<file path="config.mk">
export PLATFORM = sky130hd
export DESIGN_NAME = ifetch_unit
export DESIGN_NICKNAME = d
export VERILOG_FILES = /design/src/rtl/ifetch_unit.sv
export SDC_FILE = /design/constraint.sdc
export NUM_CORES = 1
export LEC_CHECK = 0
export ABC_AREA = 1
export CORE_MARGIN = 4
export CORE_UTILIZATION = 30
export CTS_CLUSTER_DIAMETER = 100
export DETAILED_ROUTE_END_ITERATION = 8
export MAX_ROUTING_LAYER = met4
export PLACE_DENSITY_LB_ADDON = 0.08
export SETUP_SLACK_MARGIN = 0.05
export SLEW_MARGIN = 5
export SYNTH_ARGS = -nofsm -noshare
export SYNTH_HDL_FRONTEND = slang
export SYNTH_SLANG_ARGS = --single-unit
</file>
<file path="constraint.sdc">
create_clock -name clk -period 4.5 [get_ports clk]
set_input_delay 1.125 -clock clk [delete_from_list [all_inputs] [get_ports clk]]
set_output_delay 1.125 -clock clk [all_outputs]
set_load 0.02 [all_outputs]
</file>
<file path="src/rtl/ifetch_unit.sv">
// ifetch_unit: instruction fetch stage in front of the instruction cache.
// Owns the PC, issues one word-aligned fetch at a time, buffers returned
// instructions in a small circular fetch queue and hands them to decode.
// Redirects flush the queue; an in-flight cache access is allowed to finish
// (its data is dropped) before fetching restarts at the new PC.
module ifetch_unit #(
  parameter logic [31:0] RESET_PC = 32'h0000_0000,
  parameter int          FQ_DEPTH = 4
) (
  input  logic        clk,
  input  logic        reset,
  output logic        ic_req,
  output logic [31:0] ic_address,
  input  logic        ic_hit,
  input  logic [31:0] ic_rdata,
  input  logic        redirect_valid,
  input  logic [31:0] redirect_pc,
  output logic        if_valid,
  input  logic        if_ready,
  output logic [31:0] if_pc,
  output logic [31:0] if_instr
);

  localparam int PTR_W = $clog2(FQ_DEPTH);
  localparam int CNT_W = PTR_W + 1;
  localparam logic [CNT_W-1:0] DEPTH_C = CNT_W'(FQ_DEPTH);

  typedef enum logic [1:0] {
    IDLE  = 2'd0,
    ISSUE = 2'd1,
    WAIT  = 2'd2,
    DROP  = 2'd3
  } state_e;

  state_e             state_q, state_d;
  logic [31:0]        pc_q, pc_d;
  logic [31:0]        pend_q, pend_d;
  logic [31:0]        addr_q, addr_d;
  logic               req_q;
  logic [PTR_W-1:0]   wr_ptr_q, wr_ptr_d;
  logic [PTR_W-1:0]   rd_ptr_q, rd_ptr_d;
  logic [CNT_W-1:0]   count_q, count_d;
  logic [CNT_W-1:0]   count_after;
  logic [31:0]        fq_pc_q    [FQ_DEPTH];
  logic [31:0]        fq_instr_q [FQ_DEPTH];

  logic [31:0]        redir_pc_w;
  logic               enq;
  logic               deq;
  logic               unused_redirect_low_bits;

  // The low two bits of a redirect target are meaningless for word fetches.
  assign redir_pc_w = {redirect_pc[31:2], 2'b00};
  assign unused_redirect_low_bits = ^redirect_pc[1:0];

  // Queue head is presented straight from the registered queue state.
  assign if_valid   = (count_q != '0);
  assign if_pc      = if_valid ? fq_pc_q[rd_ptr_q]    : 32'h0;
  assign if_instr   = if_valid ? fq_instr_q[rd_ptr_q] : 32'h0;
  assign ic_req     = req_q;
  assign ic_address = addr_q;

  assign deq         = if_valid && if_ready;
  assign count_after = count_q + CNT_W'(1) - CNT_W'(deq);

  // Next-state logic: redirect first, otherwise normal fetch sequencing.
  always_comb begin
    state_d  = state_q;
    pc_d     = pc_q;
    pend_d   = pend_q;
    addr_d   = addr_q;
    wr_ptr_d = wr_ptr_q;
    rd_ptr_d = rd_ptr_q;
    count_d  = count_q;
    enq      = 1'b0;

    if (redirect_valid) begin
      wr_ptr_d = '0;
      rd_ptr_d = '0;
      count_d  = '0;
      unique case (state_q)
        IDLE: begin
          pc_d    = redir_pc_w;
          addr_d  = redir_pc_w;
          state_d = ISSUE;
        end
        ISSUE: begin
          pend_d  = redir_pc_w;
          state_d = DROP;
        end
        WAIT, DROP: begin
          if (ic_hit) begin
            pc_d    = redir_pc_w;
            addr_d  = redir_pc_w;
            state_d = ISSUE;
          end else begin
            pend_d  = redir_pc_w;
            state_d = DROP;
          end
        end
      endcase
    end else begin
      unique case (state_q)
        IDLE: begin
          if (count_q < DEPTH_C) begin
            addr_d  = pc_q;
            state_d = ISSUE;
          end
        end
        ISSUE: begin
          state_d = WAIT;
        end
        WAIT: begin
          if (ic_hit) begin
            enq  = 1'b1;
            pc_d = addr_q + 32'd4;
            if (count_after < DEPTH_C) begin
              addr_d  = addr_q + 32'd4;
              state_d = ISSUE;
            end else begin
              state_d = IDLE;
            end
          end
        end
        DROP: begin
          if (ic_hit) begin
            pc_d    = pend_q;
            addr_d  = pend_q;
            state_d = ISSUE;
          end
        end
      endcase

      if (enq) begin
        wr_ptr_d = wr_ptr_q + PTR_W'(1);
      end
      if (deq) begin
        rd_ptr_d = rd_ptr_q + PTR_W'(1);
      end
      unique case ({enq, deq})
        2'b10:   count_d = count_q + CNT_W'(1);
        2'b01:   count_d = count_q - CNT_W'(1);
        default: count_d = count_q;
      endcase
    end
  end

  // Control state, PC bookkeeping and the registered cache request.
  always_ff @(posedge clk) begin
    if (reset) begin
      state_q  <= IDLE;
      pc_q     <= RESET_PC;
      pend_q   <= RESET_PC;
      addr_q   <= RESET_PC;
      req_q    <= 1'b0;
      wr_ptr_q <= '0;
      rd_ptr_q <= '0;
      count_q  <= '0;
    end else begin
      state_q  <= state_d;
      pc_q     <= pc_d;
      pend_q   <= pend_d;
      addr_q   <= addr_d;
      req_q    <= (state_d != IDLE);
      wr_ptr_q <= wr_ptr_d;
      rd_ptr_q <= rd_ptr_d;
      count_q  <= count_d;
    end
  end

  // Queue storage; contents only matter while counted as valid.
  always_ff @(posedge clk) begin
    if (enq) begin
      fq_pc_q[wr_ptr_q]    <= addr_q;
      fq_instr_q[wr_ptr_q] <= ic_rdata;
    end
  end

endmodule

</file>
==> flow_metrics.env <==
export IMPL_layout_common_cells="nor2_1 (359), nand2_1 (357), edfxtp_1 (256), o21ai_0 (197), a21oi_1 (164)"
export IMPL_die_w_um=240.7
export IMPL_place_hpwl_mm=29.81
export IMPL_area_delta_synth_final_pct=23.83
export IMPL_layout_commonest_cell="nor2_1"
export IMPL_num_rows=85
export IMPL_core_area_um2=53710
export IMPL_ys_seq_area_frac=0.6040
export IMPL_post_cts_buffers=0
export IMPL_antenna_left=0
export IMPL_cts_sinks=362
export IMPL_drc=0
export IMPL_numCtsBuffers=43
export IMPL_place_gp_congestion=0.7864
export IMPL_fin_nets=2038
export IMPL_finalWirelength_mm=50.22
export IMPL_wl_per_cell_um=18.68
export IMPL_synthesis_area_um2=16240
export IMPL_fmax_mhz=250.6
export IMPL_fin_crit_sh=0.8868
export IMPL_power_leakage_uw=0.007359
export IMPL_vdd_drop_max_mv=0.3387
export IMPL_worstPathMaxFanout=32
export IMPL_clockBufferDepth=3
export IMPL_final_util=0.3745
export IMPL_drtPass1Iterations=5
export IMPL_synth_top_family_by_area="simple AND/OR/NAND/NOR gates"
export IMPL_cts_tree="yes"
export IMPL_rsz0062_at_grt="no"
export IMPL_synthXorXnorAreaFrac=0.005392
export IMPL_clock_root_buffer="clkbuf_16"
export IMPL_place_port_buffers=164
export IMPL_worst_pin_slew_ns=0.9435
export IMPL_yosys_area_share_adder=0.006933
export IMPL_slew_headroom=0.3710
export IMPL_antenna_cells=0
export IMPL_ctsHoldBuffers=0
export IMPL_dpl_worst_slack_ns=1.060
export IMPL_min_period_ns=3.990
export IMPL_cts_resized_gates=0
export IMPL_yosys_register_bits=362
export IMPL_power_density_nw_per_um2=416.4
export IMPL_setup_ws_ns=0.5096
export IMPL_synthCells=1815
export IMPL_endpoint_kind="output port"
export IMPL_critPathLaunchType="register"
export IMPL_maxCapViolCount=0
export IMPL_finalSetupTns_ns=0
export IMPL_initial_core_util=0.3024
export IMPL_grt_usage=0.1762
export IMPL_htreeDepth=2
export IMPL_postPlaceCellArea_um2=18740
export IMPL_vias_per_cell=4.762
export IMPL_final_cell_area_um2=20110
export IMPL_arrival_ns=2.87
export IMPL_grt_pass1_wl_mm=75.58
export IMPL_status="complete, no violations"
export IMPL_crit_type="register to output port"
export IMPL_grt_overflow_total=0
export IMPL_antenna_found_initial=0
export IMPL_drt_iter0_markers=681
export IMPL_yosysWarnings=0
export IMPL_synth_compound_area_frac=0.1245
export IMPL_syn_area_per_cell_um2=8.949
export IMPL_vias=12800
export IMPL_muxShareOfSynthArea=0
export IMPL_worstSkewPairLatency_ns=0.56
export IMPL_pin_count=167
export IMPL_yosys_area_share_simple=0.2048
export IMPL_syn_nets=1893
export IMPL_setup_violations=0
export IMPL_die_h_um=240.7
export IMPL_path_clk_slew_ns=0.06
export IMPL_grt_max_degree=93
export IMPL_hold_viol_final=0
export IMPL_cp_required_ns=3.38
export IMPL_grt_pass1_vias=12490
export IMPL_synth_cell_types=35
export IMPL_dieArea_um2=57930
export IMPL_slew_viol_final=0
export IMPL_clock_skew_ns=0.01527
export IMPL_final_layout_size_suffix_gt1_frac=0.07229
export IMPL_hold_path_class="register to register"
==> cell families (layout without fill, tap and decap cells) <==
| logic type | Yosys count | in the layout |
|---|---|---|
| AOI/OAI and AO/OA | 394 | 394 |
| DFF | 362 | 362 |
| xor gates and xnor gates | 10 | 10 |
| adders and majority gates | 9 | 9 |
| and+or+nand+nor | 825 | 825 |
| buffers and inverters | 215 | 392 |
==> metal layers <==
layer	vias up	track usage	wire length, µm
met5	-	-	0
li1	6338	-	-
met3	72	0.02663	2117
met1	6136	0.2345	23390
met4	0	0.04495	1073
met2	255	0.2847	23640
==> Yosys cell counts <==
library cell	count	area, µm²
buf_8	1	15.01
nor2_4	6	67.56
nand3_2	2	20.02
nand3_1	65	325.3
xnor2_1	1	8.760
o21ai_1	14	70.07
a31oi_1	5	31.28
buf_4	5	37.54
clkbuf_1	43	161.4
inv_1	106	397.9
a211oi_1	7	52.55
o21ai_2	4	35.03
nor2_1	364	1366
nand2_2	10	62.56
o21ai_0	197	986.0
ha_1	9	112.6
nand2_1	357	1340
xor2_1	9	78.83
buf_2	29	145.1
nand4_1	4	25.02
nor3_1	6	30.03
buf_6	1	11.26
nand2_4	2	22.52
or2_2	1	6.260
buf_1	19	71.32
inv_2	9	33.78
nor2_2	5	31.28
edfxtp_1	256	7687
and2_1	2	12.51
dfxtp_1	106	2122
inv_4	1	6.260
nand3_4	1	17.52
a21oi_1	164	820.8
a21oi_2	3	26.28
clkinv_1	1	3.750
==> worst paths after layout <==
kind	start	cells past startpoint	slack [ns]	to
setup / recovery	register	5	0.51	if_instr[11]
hold / removal	pend_q[2]	2	0.46	pend_q[2]
setup reg to reg	state_q[1]	8	2.00	pend_q[9]
hold reg to reg	pend_q[2]	2	0.46	pend_q[2]
==> state kept, by name (all words and copies together), names as in the netlist, named ones only <==
register / flops
ic_address: 32
wr_ptr_q: 2
rd_ptr_q: 2
pc_q: 32
ic_req: 1
fq_instr_q: 128
fq_pc_q: 128
pend_q: 30
count_q: 3
state_q: 2
==> final cells by class <==
| cell class | count | area [µm²] |
|---|---|---|
| multi-input cells | 1238 | 5587 |
| well taps | 696 | 870.8 |
| clock inverters | 17 | 197.7 |
| fillers | 5458 | 33590 |
| inverters | 117 | 442.9 |
| flip-flops and latches | 362 | 9814 |
| clock buffers | 60 | 1171 |
| repair buffers | 198 | 2029 |
==> worst max-delay path, cell delays in order, from the launching register on <==
cell	delay, ns
dfxtp_4	0.36
inv_2	0.47
buf_4	0.39
o21ai_0	0.13
a21oi_1	0.28
clkdlybuf4s50_1	0.66
==> through the flow <==
step           std cells  hold WS (ns)  total power, µW
2_1_floorplan       1815        0.4344             4486
3_3_place_gp        2611        0.4463             4996
3_5_place_dp        2611        0.4535             5005
4_1_cts             2688        0.4629             8493
5_1_grt             2688        0.4762             8756
6_report            2688        0.4595             8374
==> power breakdown <==
part | switching, µW | internal [µW] | total, µW | leakage (µW)
combinational | 682 | 396 | 1080 | 0.00350
clock | 1410 | 2050 | 3450 | 0.000663
sequential | 135 | 3710 | 3840 | 0.00319
No activity file was read; power rests on OpenSTA's default activity.
